--- config.mk ---
export PLATFORM = sky130hd
export DESIGN_NAME = vregfile_write_scheduler
export DESIGN_NICKNAME = d
export VERILOG_FILES = /design/src/rtl/vregfile_write_scheduler.sv
export SDC_FILE = /design/constraint.sdc
export NUM_CORES = 1
export LEC_CHECK = 0
export CORE_AREA = 2 2 176 178
export DETAILED_ROUTE_END_ITERATION = 8
export DIE_AREA = 0 0 178 180
export GPL_TIMING_DRIVEN = 0
export PLACE_DENSITY_LB_ADDON = 0.12
export SETUP_SLACK_MARGIN = 0.02
export SLEW_MARGIN = 25
export SYNTH_ARGS = -nofsm -noshare
export SYNTH_HDL_FRONTEND = slang
export SYNTH_SLANG_ARGS = --single-unit
export TNS_END_PERCENT = 20
--- constraint.sdc ---
create_clock -name clock -period 6.2 [get_ports clock]
set_input_delay 1.55 -clock clock [delete_from_list [all_inputs] [get_ports clock]]
set_output_delay 1.55 -clock clock [all_outputs]
set_load 0.005 [all_outputs]
--- src/rtl/vregfile_write_scheduler.sv ---
// Write-port arbiter for the vector register file (ALU vs. load unit) plus a
// per-register busy scoreboard for RAW/WAW hazard stalls at issue.
module vregfile_write_scheduler #(
    parameter int NUM_REGS   = 32,
    parameter int ADDR_WIDTH = 5,
    parameter int DATA_WIDTH = 128
) (
    input  logic                  clock,
    input  logic                  reset,
    input  logic                  alu_wr_valid,
    output logic                  alu_wr_ready,
    input  logic [ADDR_WIDTH-1:0] alu_wr_addr,
    input  logic [DATA_WIDTH-1:0] alu_wr_data,
    input  logic                  lsu_wr_valid,
    output logic                  lsu_wr_ready,
    input  logic [ADDR_WIDTH-1:0] lsu_wr_addr,
    input  logic [DATA_WIDTH-1:0] lsu_wr_data,
    input  logic                  reserve_valid,
    input  logic [ADDR_WIDTH-1:0] reserve_addr,
    output logic                  reserve_ready,
    input  logic [ADDR_WIDTH-1:0] check_addr_1,
    input  logic [ADDR_WIDTH-1:0] check_addr_2,
    output logic                  busy_1,
    output logic                  busy_2,
    output logic                  rf_write_enable,
    output logic [ADDR_WIDTH-1:0] rf_write_addr,
    output logic [DATA_WIDTH-1:0] rf_write_data,
    output logic [NUM_REGS-1:0]   busy_bits
);

    // Handshake: a transfer happens on a rising edge where valid and ready are
    // both high; ready is a function of the valids and arbitration state only.

    logic                last_grant_lsu;
    logic [NUM_REGS-1:0] busy_q;
    logic [NUM_REGS-1:0] busy_next;
    logic                alu_accept;
    logic                lsu_accept;

    // On a tie, grant whichever side did not win the previous accepted write.
    assign alu_wr_ready = !reset && alu_wr_valid && (!lsu_wr_valid || last_grant_lsu);
    assign lsu_wr_ready = !reset && lsu_wr_valid && (!alu_wr_valid || !last_grant_lsu);
    assign alu_accept   = alu_wr_valid && alu_wr_ready;
    assign lsu_accept   = lsu_wr_valid && lsu_wr_ready;

    assign reserve_ready = !busy_q[reserve_addr];
    assign busy_1        = busy_q[check_addr_1];
    assign busy_2        = busy_q[check_addr_2];
    assign busy_bits     = busy_q;

    // Clear is applied first so a reservation of the register being written wins.
    always_comb begin
        busy_next = busy_q;
        if (rf_write_enable) begin
            busy_next[rf_write_addr] = 1'b0;
        end
        if (reserve_valid && reserve_ready) begin
            busy_next[reserve_addr] = 1'b1;
        end
    end

    always_ff @(posedge clock) begin
        if (reset) begin
            busy_q          <= '0;
            rf_write_enable <= 1'b0;
            rf_write_addr   <= '0;
            rf_write_data   <= '0;
            last_grant_lsu  <= 1'b1;
        end else begin
            busy_q          <= busy_next;
            rf_write_enable <= alu_accept || lsu_accept;
            if (alu_accept) begin
                rf_write_addr  <= alu_wr_addr;
                rf_write_data  <= alu_wr_data;
                last_grant_lsu <= 1'b0;
            end else if (lsu_accept) begin
                rf_write_addr  <= lsu_wr_addr;
                rf_write_data  <= lsu_wr_data;
                last_grant_lsu <= 1'b1;
            end
        end
    end

endmodule

=== Word-level counts from Yosys, hierarchy flattened ===
Cells that the tools add are included.

* Register bits: 167
* Bits in latches: 0
* RAM bits: 0
* Memory bits (read-only): 0
* Output and inout port bits: 171
* Logic and storage cells: 50
* Memories: 0

* Add/sub/neg operators: 0
* $mul: 0
* Div/mod/pow operators: 0
* Order comparisons: 6
* Eq/ne operators: 0
* Shifts and indexed selects: 0
* Mux-type cells: 18
* Bitwise logic cells: 3
* Reduce and logical (&&, ||, !) cells: 18

{| class="wikitable"
|+ Operators with widths
! operator !! count
|-
| $mux W128 || 2
|-
| $mux W32 || 2
|-
| $and A32 B32 Y32 || 1
|-
| $not A32 Y32 || 1
|-
| $or A32 B32 Y32 || 1
|-
| $lt A5 B6 Y1 const B || 4
|-
| $bmux W1 S5 || 3
|-
| $demux W1 S5 || 2
|-
| $ge A5 B1 Y1 const B || 2
|-
| $mux W5 || 2
|-
| $logic_and A1 B1 Y1 || 9
|-
| $mux W1 || 7
|-
| $logic_not A1 Y1 || 5
|-
| $logic_or A1 B1 Y1 || 3
|-
| $reduce_bool A2 Y1 || 1
|}

=== Logic depth before layout (Yosys ltp) ===
Gate-level depths: netlist of the first run.

* Word-level depth: 9
* Depth in mapped cells: 8
* Depth with buffers taken out: 5

=== Least setup slack after synthesis of the first run ===
Ideal clock, no wire load.

* Path type: input to output
* From: in reserve_addr[0]
* To: out reserve_ready
* Data arrival time: 3057 ps
* Path slack: 1593 ps
* Stages on the path: 7
* Path buffers: 2
* Cell sequence: buf_6 -> mux4_2 -> nor2b_1 -> nor4_2 -> o21ai_2 -> buf_6 -> a211oi_2

* Word-level cells in the longest chain between the ends: 3

{| class="wikitable"
|+ Ends and longest elaborated chain
! element !! RTL line !! text
|-
| start: declaration || 19 || <nowiki>input logic [ADDR_WIDTH-1:0] reserve_addr,</nowiki>
|-
| $bmux W1 S5 || 46 || <nowiki>assign reserve_ready = !busy_q[reserve_addr];</nowiki>
|-
| $mux W1 (not written as such) || 46 ||
|-
| $logic_not A1 Y1 || 46 ||
|-
| end: declaration || 20 || <nowiki>output logic reserve_ready,</nowiki>
|}

No other way between the ends. The select of a mux whose other input is x is not followed.

=== Worst setup path in the final report of the first run ===
* From: in check_addr_1[1]
* To: out busy_1

* Word-level cells in the longest chain between the ends: 2

{| class="wikitable"
|+ Ends and longest elaborated chain
! element !! RTL line !! text
|-
| start: declaration || 21 || <nowiki>input logic [ADDR_WIDTH-1:0] check_addr_1,</nowiki>
|-
| $bmux W1 S5 || 47 || <nowiki>assign busy_1 = busy_q[check_addr_1];</nowiki>
|-
| $mux W1 (not written as such) || 47 ||
|-
| end: declaration || 23 || <nowiki>output logic busy_1,</nowiki>
|}

No other way between the ends. The select of a mux whose other input is x is not followed.

==> metrics.md, run 1 <==
| Metric | Value |
|---|---|
| Cell taking the most area after synthesis | dfxtp_1 |
| Clock sink count | 167 |
| DR vias | 8386 |
| Max-Cap Viols | 0 |
| Initial Utilization | 25.03% |
| Slowest CP cell | mux4_2 |
| Worst setup path startpoint | check_addr_1[1] |
| Syn avg cell area | 8.767 sq um |
| RD Place Congestion | 0.8367 |
| Endpoints failing hold | 0 |
| CP dominant cell by count | clkdlybuf4s50_1 |
| Clk network pwr share | 38.4% |
| N_diodes | 0 |
| Synth cell count leaders | dfxtp_1, nand2_1, a21oi_1 |
| Placed instance area | 12570 sq um |
| Wire per inst | 20.09 um |
| Worst setup endpoint | busy_1 |
| CP Max Fanout | 10 |
| Final #Nets | 1618 |
| Fillers | 3035 |
| PD cells | 216.4 nW/um^2 |
| Yosys cell types | 41 |
| Crit Path Class | in2out |
| Final period utilization | 90.97% |
| Detailed placement HPWL | 28000 um |
| Wire length of the first global-routing pass | 50890 um |
| Drt first pass iters | 5 |
| Int Power | 2.083 mW |
| Comb power frac | 20.5% |
| Number of global-route vias before repair | 8238 |
| Clock root cell | clkbuf_16 |
| GR Overflow Total | 0 |
| Via/cell ratio | 4.822 |
| Sequential share of the synthesized area | 44.24% |
| Predominant post-synthesis flop cell | dfxtp_1 |
| CP arrival | 4.09 ns |
| R2R Setup Slk | 3.57 ns |
| Top cells by area, synth | dfxtp_1, a22oi_1, a21oi_1 |
| Largest net degree at the start of global routing | 17 |
| Die Y | 180 um |
| Initial antenna violation count | 1 |
| Launch point of the worst reg-to-reg path | last_grant_lsu |
| R2R depth | 7 |
| Die width | 178 um |
| Rows | 64 |
| Die ar. | 32040 sq um |
| Crit end category | primary output |
| RSZ-0062 raised after global routing | false |
| Worst path cell trace | clkdlybuf4s50_1 > buf_1 > mux4_2 > mux2i_1 > nor3_1 > a21oi_1 > nand3_1 > clkdlybuf4s50_1 |
| FF-to-FF End | rf_write_data[45] |
| Final Critical Period | 5.640 ns |
| Slew headroom | 38.37% |
| PortBufs | 451 |
| Maximum clock path buffer count | 2 |
| Reg clk slew, reported paths | 0.07 ns |
| Fin Setup TNS | 0 ns |
| Post-synth net total | 1148 |
| Layout cells sized above 1 | 5.510% |
| Leak | 4.508 nW |
| Asr flop ratio synth | 0% |
| Switching Power | 0.7632 mW |
| CTS tree | done |
| Reg area | 3343 sq um |
| Post-synth top area share | 44.24% |
| Synthesized flop and latch total | 167 |
| Initial DRC Count | 450 |
| Worst-margin pin slew | 0.9194 ns |
| Outcome | finished, final reports clean |
| Cell count after synthesis | 862 |
| CP Launch Type | input port |
| Area of the multi-input gates | 3852 sq um |
| Clock insertion delay at the later pin of the skew report | 0.43 ns |
| Share of power burned in registers | 41.2% |
| Sw Ratio | 26.82% |
| Final Max Slew Viols | 0 |
| Post-CTS Setup Bufs | 0 |
| Post_cts resized | 0 |
| Area Growth Syn to Fin | 74.04% |
| H-tree levels | 4 |
| All-Layer GR Usage | 21.24% |
| Post-route DRC violation count | 0 |
| EDFF count, synth | 0 |
| Total CTS buffers | 17 |
| Clock skew | 0.01882 ns |
| YS warnings | 0 |
| Peak VDD IR | 0.1537 mV |
| # hold bufs at CTS | 0 |
| # setup viols final | 0 |
| Routed WL | 34940 um |
| Fin area | 13150 sq um |
| IO Pins | 457 |
| Mapped Area | 7557 sq um |
| Most common cell in the netlist | dfxtp_1 |
| DRT antenna net count | 0 |
| Max Clk Rate | 0.1773 GHz |
| Hold WC Path Type | reg2reg |
| Worst Path Required | 4.65 ns |
| Total core area | 30190 sq um |
| Slowest stage delay, CP | 0.58 ns |
## area by class of cell
| cell class | count | share of cell area, % |
|---|---|---|
| clock buffers | 17 | 3.234 |
| clock inverters | 13 | 1.218 |
| repair buffers | 451 | 34.32 |
| multi-input cells | 614 | 29.29 |
| flip-flops and latches | 167 | 25.42 |
| well taps | 396 | 3.767 |
| plain buffers | 76 | 2.607 |
| inverters | 5 | 0.1427 |
## state kept, by name, indices dropped and copies added (netlist names)
name and flops:
busy_bits 32, rf_write_enable 1, rf_write_data 128, last_grant_lsu 1, rf_write_addr 5
## metal layers
layer / global-route usage [%] / vias to the layer above / share of wire, %
met3: 5.563 / 31 / 6.9
li1: - / 4105 / -
met5: 0 / - / 0.037
met1: 24.23 / 3962 / 40
met4: 4.787 / 2 / 1.4
met2: 39.10 / 286 / 52
## placed cells by master (no fill, tap or decap), drive strengths merged, types with 2 or more instances in the layout
| cell | n |
|---|---|
| a211oi | 2 |
| a21oi | 137 |
| a221oi | 4 |
| a22oi | 133 |
| and2 | 2 |
| and2b | 8 |
| and3 | 2 |
| buf | 10 |
| bufinv | 2 |
| clkbuf | 83 |
| clkdlybuf4s50 | 451 |
| clkinvlp | 3 |
| dfxtp | 167 |
| inv | 12 |
| mux2 | 3 |
| mux2i | 17 |
| mux4 | 15 |
| nand2 | 156 |
| nand2b | 5 |
| nand3 | 4 |
| nand3b | 22 |
| nand4b | 2 |
| nor2 | 6 |
| nor2b | 13 |
| nor3 | 6 |
| nor3b | 5 |
| o21ai | 41 |
| o31ai | 16 |
| or2 | 3 |
| or3 | 2 |
| or3b | 5 |
## per-stage QoR
stage          hold slack, ns  power [mW]  worst slack (ns)  utilization [%]  std cells
2_1_floorplan          0.4527       1.384             1.593                -        862
6_report               0.4532       2.846            0.5596            43.57       1739
5_1_grt                0.4699       2.966            0.4270            43.57       1739
3_5_place_dp           0.4453       1.785            0.5390            41.63       1709
4_1_cts                0.4556       2.885            0.5331            43.57       1739
3_3_place_gp           0.4415       1.782            0.5033            41.63       1709
## how the worst min path moves through the flow
stage / start / to / slack, ns / cells after the start
3_3_place_gp: rf_write_data[34] / rf_write_data[34] / 0.44 / 2
4_1_cts: rf_write_data[3] / rf_write_data[3] / 0.46 / 2
6_report: rf_write_data[49] / rf_write_data[49] / 0.45 / 2
5_1_grt: rf_write_data[4] / rf_write_data[4] / 0.47 / 2
3_5_place_dp: rf_write_data[72] / rf_write_data[72] / 0.45 / 2
2_1_floorplan: rf_write_data[0] / rf_write_data[0] / 0.45 / 2
## power by group through the flow
stage                     clock network, mW  logic [mW]  registers [mW]
after global placement                    0       0.588            1.19
after floorplan                           0       0.186            1.20
after global routing                   1.16       0.626            1.18
final                                  1.09       0.582            1.17
after detailed placement                  0       0.588            1.20
after CTS                              1.12       0.591            1.17
## critical path: cells and delay by family
kind,cells,cell delay (ns)
buf+inv,3,1.50
mux,2,0.76
simple gates,2,0.16
compound gates,1,0.11
## logic make-up (layout without fill, tap and decap cells)
group | count (synthesis) | in the layout | share of synthesized area (%)
buf+inv | 81 | 562 | 4.785
simple gates | 242 | 242 | 15.63
flops | 167 | 167 | 44.24
mux | 35 | 35 | 7.367
compound gates | 337 | 337 | 27.98
No activity file was read; power rests on OpenSTA's default activity.
==> run 2: changes to the inputs <==
CAP_MARGIN = 20   (was unset)
CORE_AREA = 5 5 174 176   (was 2 2 176 178)
DIE_AREA = 0 0 179 181   (was 0 0 178 180)
==> metrics.md, run 2 (synthesis results as in run 1) <==
| Metric | Value |
|---|---|
| Worst setup path startpoint | check_addr_1[1] |
| Crit Path Class | in2out |
| Rows | 62 (-3.1%) |
| Endpoints failing hold | 0 (unchanged) |
| Final #Nets | 1618 (unchanged) |
| Reg clk slew, reported paths | 0.07 ns (about the same) |
| RSZ-0062 raised after global routing | false |
| Total CTS buffers | 17 (unchanged) |
| Final Power | 2.821 mW (-0.89%) |
| Routed WL | 36870 um (+5.5%) |
| Post-CTS Setup Bufs | 0 (unchanged) |
| PD cells | 214.8 nW/um^2 (-0.71%) |
| Worst path cell trace | clkdlybuf4s50_1 > buf_1 > mux4_2 > mux2i_1 > nor3_1 > a21oi_1 > nand3_1 > clkdlybuf4s50_1 |
| Launch point of the worst reg-to-reg path | last_grant_lsu |
| Clock root cell | clkbuf_16 |
| Hold Startpoint | rf_write_data[8] |
| Slowest CP cell | mux4_2 |
| Most frequent cells in the layout | clkdlybuf4s50_1, dfxtp_1, nand2_1 |
| H-tree levels | 4 (unchanged) |
| R2R depth | 7 (unchanged) |
| Min-Delay Path Depth | 2 (unchanged) |
| CP Launch Type | input port |
| Largest net degree at the start of global routing | 18 (+1) |
| DR vias | 8471 (+1.0%) |
| Final Max Slew Viols | 0 (unchanged) |
| Die ar. | 32400 sq um (+1.1%) |
| Final period utilization | 91.28% (+0.30 points) |
| Hold EP | rf_write_data[8] |
| Initial Utilization | 26.54% (+1.5 points) |
| Leak | 4.507 nW (about the same) |
| Share of power burned in registers | 41.6% (+0.4 points) |
| Largest register by flop count | rf_write_data |
| Drt first pass iters | 5 (unchanged) |
| Total core area | 28470 sq um (-5.7%) |
| Max reg flops | 128 (unchanged) |
| Die width | 179 um (+0.56%) |
| CTS tree | done |
| Max Clk Rate | 0.1767 GHz (-0.33%) |
| GR Overflow Total | 0 (unchanged) |
| Grt met3 use | 7.044% (+1.5 points) |
| Placed cell count | 1697 (-0.70%) |
| Area Growth Syn to Fin | 73.72% |
| Post-route DRC violation count | 0 (unchanged) |
| Clk network pwr share | 37.5% (-0.9 points) |
| Wire per inst | 21.31 um (+6.1%) |
| Crit end category | primary output |
| Number of global-route vias before repair | 8539 (+3.7%) |
| Outcome | finished, final reports clean |
| Met2 Resource Use GR | 38.25% (-0.86 points) |
| CP dominant cell by count | clkdlybuf4s50_1 |
| Fillers | 2852 (-6.0%) |
| Comb power frac | 20.9% (+0.4 points) |
| CP arrival | 4.11 ns (+0.02 ns) |
| Post_cts resized | 0 (unchanged) |
| RD Place Congestion | 0.8839 (+5.6%) |
| Slowest stage delay, CP | 0.58 ns (about the same) |
| R2R Setup Slk | 3.56 ns (about the same) |
| Clock skew | 0.01001 ns (-0.008807 ns) |
| Layout cells sized above 1 | 5.576% (+0.066 points) |
| Die Y | 181 um (+0.56%) |
| Worst Path Required | 4.65 ns (about the same) |
| # hold bufs at CTS | 0 (unchanged) |
| Clock sink count | 167 (unchanged) |
| Clock insertion delay at the later pin of the skew report | 0.42 ns (about the same) |
| All-Layer GR Usage | 22.08% (+0.84 points) |
| IO Pins | 457 (unchanged) |
| Maximum clock path buffer count | 2 (unchanged) |
| Peak VDD IR | 0.1747 mV (+14%) |
| Int Power | 2.027 mW (-2.7%) |
| Slew headroom | 34.75% (-3.6 points) |
| Met1 Use GR | 25.65% (+1.4 points) |
| PortBufs | 451 (unchanged) |
| Commonest non-fill, non-tap cell in the layout | clkdlybuf4s50_1 |
| DRT antenna net count | 0 (unchanged) |
| # setup viols final | 0 (unchanged) |
| Via/cell ratio | 4.897 (+1.5%) |
| Hold WC Path Type | reg2reg |
| Fin Setup TNS | 0 ns (unchanged) |
| Worst-margin pin slew | 0.9770 ns (+0.05764 ns) |
| Detailed placement HPWL | 29750 um (+6.3%) |
| Switching Power | 0.7940 mW (+4.0%) |
| Cell Count, Final, Fillers Out | 1730 (-0.52%) |
| Wire length of the first global-routing pass | 53640 um (+5.4%) |
| Layout Utilization | 46.12% (+2.5 points) |
| Max-Cap Viols | 0 (unchanged) |
| Grt peak-use layer | met2 |
| Initial DRC Count | 361 (-20%) |
| Sw Ratio | 28.15% (+1.3 points) |
| CP Max Fanout | 10 (unchanged) |
| FF-to-FF End | rf_write_data[67] |
| Initial antenna violation count | 4 (+3) |
| Final Critical Period | 5.659 ns (+0.01877 ns) |
run 2: per-layer routing:
layer | share of wire [%] | up-vias | wire length, um
met2 | 50 | 329 | 18490
met1 | 39 | 3967 | 14470
met5 | 0.12 | - | 46
met4 | 2.9 | 6 | 1064
met3 | 7.6 | 56 | 2807
li1 | - | 4113 | -
run 2: critical path, delay by kind of cell:
family                 cells  cell delay [ns]
AOI/OAI and AO/OA          1             0.12
buffers and inverters      3             1.50
and+or+nand+nor            2             0.18
muxes                      2             0.75
run 2: worst max-delay path by stage:
stage,endpoint,cells after the start
floorplan,reserve_ready,7
global placement,busy_1,8
detailed placement,busy_1,8
CTS,busy_1,8
global route,busy_1,8
finish,busy_1,8
run 2: final cells by class:
class                           instances  area (sq um)  share of cell area, %
Buffer                                 76         342.8                  2.611
Tap cell                              384         480.5                  3.660
Clock buffer                           19         442.9                  3.374
Inverter                                5         18.77                 0.1430
Clock inverter                         13         131.4                  1.001
Antenna cell                            1         2.502                0.01906
Multi-Input combinational cell        614          3852                  29.34
Sequential cell                       167          3343                  25.46
Timing Repair Buffer                  451          4514                  34.38
run 2: per-stage QoR:
| step | cell area [sq um] | hold WS [ns] | setup slack [ns] |
|---|---|---|---|
| floorplan | 7557 | 0.4527 | 1.593 |
| global placement | 12550 | 0.4417 | 0.5205 |
| detailed placement | 12550 | 0.4455 | 0.5223 |
| CTS | 13130 | 0.4550 | 0.5119 |
| global route | 13130 | 0.4705 | 0.3318 |
| finish | 13130 | 0.4529 | 0.5408 |
run 2: power groups by stage:
stage	logic, mW	clock network, mW	registers, mW
floorplan	0.186	0	1.20
global placement	0.595	0	1.19
detailed placement	0.595	0	1.20
CTS	0.597	1.08	1.17
global route	0.636	1.13	1.18
finish	0.589	1.06	1.17
==> run 3: changes to the inputs <==
CAP_MARGIN = 30   (was 20)
RECOVER_POWER = 100   (was unset)
==> metrics.md, run 3 (synthesis results as in run 1) <==
| Metric | Value |
|---|---|
| IO Pins | 457 (unchanged) |
| Initial antenna violation count | 5 (+1) |
| H-tree levels | 4 (unchanged) |
| Placed cell count | 1697 (unchanged) |
| DR vias | 8506 (+0.41%) |
| Worst path cell trace | dlygate4sd3_1 > or3_2 > o32ai_1 > nor4_2 > o21ai_0 > buf_6 > a211oi_2 > clkdlybuf4s50_1 |
| Post-route DRC violation count | 0 (unchanged) |
| # hold bufs at CTS | 0 (unchanged) |
| Worst Path Required | 4.65 ns (about the same) |
| Share of power burned in registers | 41.8% (+0.2 points) |
| GR Overflow Total | 0 (unchanged) |
| Die Y | 181 um (unchanged) |
| Clk network pwr share | 37.9% (+0.4 points) |
| Post-route setup slack | 0.2377 ns (-0.3030 ns) |
| Sw Ratio | 28.38% (+0.23 points) |
| Post-CTS Setup Bufs | 0 (unchanged) |
| Area Growth Syn to Fin | 73.61% (about the same) |
| Leak | 4.995 nW (+11%) |
| Placed instance area | 12550 sq um (unchanged) |
| Worst-margin pin slew | 1.007 ns (+0.03023 ns) |
| Outcome | finished, final reports clean |
| Die ar. | 32400 sq um (unchanged) |
| Comb power frac | 20.2% (-0.7 points) |
| Layout cells sized above 1 | 5.423% (-0.15 points) |
| # setup viols final | 0 (unchanged) |
| Max-Cap Viols | 0 (unchanged) |
| Clock root cell | clkbuf_16 |
| PD cells | 213.2 nW/um^2 (-0.76%) |
| Cell Count, Final, Fillers Out | 1731 (+0.058%) |
| PortBufs | 451 (unchanged) |
| Total CTS buffers | 17 (unchanged) |
| Final Critical Period | 5.962 ns (+0.3030 ns) |
| Total core area | 28470 sq um (unchanged) |
| Slew headroom | 32.14% (-2.6 points) |
| Commonest non-fill, non-tap cell in the layout | clkdlybuf4s50_1 |
| Fillers | 2854 (+0.070%) |
| Int Power | 2.004 mW (-1.1%) |
| Endpoints failing hold | 0 (unchanged) |
| Slowest CP cell | dlygate4sd3_1 |
| Clock skew | 0.008608 ns (-0.001405 ns) |
| Switching Power | 0.7939 mW (about the same) |
| All-Layer GR Usage | 22.08% (unchanged) |
| Fin Setup TNS | 0 ns (unchanged) |
| CP Launch Type | input port |
| RSZ-0062 raised after global routing | false |
| Max reg flops | 128 (unchanged) |
| Clock insertion delay at the later pin of the skew report | 0.44 ns (+0.02 ns) |
| Rows | 62 (unchanged) |
| CP arrival | 4.41 ns (+0.30 ns) |
| Drt first pass iters | 5 (unchanged) |
| RD Place Congestion | 0.8839 (unchanged) |
| Hold WC Path Type | reg2reg |
| CTS tree | done |
| Initial DRC Count | 360 (-0.28%) |
| WP buf/inv | 3 (unchanged) |
| Peak VDD IR | 0.1781 mV (+1.9%) |
| Initial Utilization | 26.54% (unchanged) |
| Detailed placement HPWL | 29750 um (unchanged) |
| Place WS | 0.5223 ns (unchanged) |
| Largest net degree at the start of global routing | 18 (unchanged) |
| Die width | 179 um (unchanged) |
| Wire per inst | 21.31 um (about the same) |
| DRT antenna net count | 0 (unchanged) |
| Routed WL | 36900 um (about the same) |
| Largest register by flop count | rf_write_data |
| Maximum clock path buffer count | 2 (unchanged) |
| Wire length of the first global-routing pass | 53640 um (unchanged) |
| Final #Nets | 1619 (+0.062%) |
| Max Clk Rate | 0.1677 GHz (-5.1%) |
| Final period utilization | 96.17% (+4.9 points) |
| Final Max Slew Viols | 0 (unchanged) |
| Fin area | 13120 sq um (about the same) |
| Number of global-route vias before repair | 8539 (unchanged) |
| Slowest stage delay, CP | 0.66 ns (+0.08 ns) |
| Crit Path Class | in2out |
| Clock sink count | 167 (unchanged) |
| Via/cell ratio | 4.914 (+0.36%) |
| Most frequent cells in the layout | clkdlybuf4s50_1, dlygate4sd3_1, dfxtp_1 |
| CP top delay family | buffers and inverters |
| Crit end category | primary output |
| Reg clk slew, reported paths | 0.07 ns (about the same) |
| Post_cts resized | 0 (unchanged) |
| CP Max Fanout | 10 (unchanged) |
-- run 3: tightest hold or removal path, delay by kind of cell, from the launching register on --
kind	cells	cell delay (ns)
AOI/OAI and AO/OA	1	0.05
DFF	1	0.31
and+or+nand+nor	1	0.05
-- run 3: final timing paths --
| path | from | end | slack [ns] | depth (start not counted) |
|---|---|---|---|---|
| min reg2reg | rf_write_data[8] | rf_write_data[8] | 0.45 | 2 |
| max reg2reg | last_grant_lsu | rf_write_data[61] | 3.61 | 6 |
| min | rf_write_data[8] | rf_write_data[8] | 0.45 | 2 |
| max | reserve_addr[2] | reserve_ready | 0.24 | 8 |
-- run 3: stage by stage --
stage	hold WS (ns)	total power, mW	utilization (%)
after global routing	0.4673	2.926	46.08
after CTS	0.4550	2.854	46.11
after global placement	0.4417	1.790	44.09
after detailed placement	0.4455	1.792	44.09
final	0.4500	2.797	46.08
after floorplan	0.4527	1.384	-
-- run 3: power by group through the flow --
stage / registers, mW / logic (mW) / clock network, mW
detailed placement: 1.20 / 0.595 / 0
floorplan: 1.20 / 0.186 / 0
global route: 1.18 / 0.613 / 1.13
CTS: 1.17 / 0.597 / 1.08
finish: 1.17 / 0.566 / 1.06
global placement: 1.19 / 0.595 / 0
-- run 3: layout make-up --
type | count | area [sq um] | share of cell area (%)
Buffer | 76 | 342.8 | 2.613
Inverter | 5 | 18.77 | 0.1430
Clock inverter | 13 | 131.4 | 1.001
Antenna cell | 1 | 2.502 | 0.01907
Sequential cell | 167 | 3343 | 25.48
Tap cell | 384 | 480.5 | 3.662
Multi-Input combinational cell | 614 | 3836 | 29.24
Timing Repair Buffer | 452 | 4522 | 34.46
Clock buffer | 19 | 442.9 | 3.376
-- run 3: routing by layer --
layer  global-route usage [%]  wire length (um)
met1                    25.65             14420
met2                    38.25             18470
met3                    7.044              2858
met4                    7.185              1101
met5                        0                50
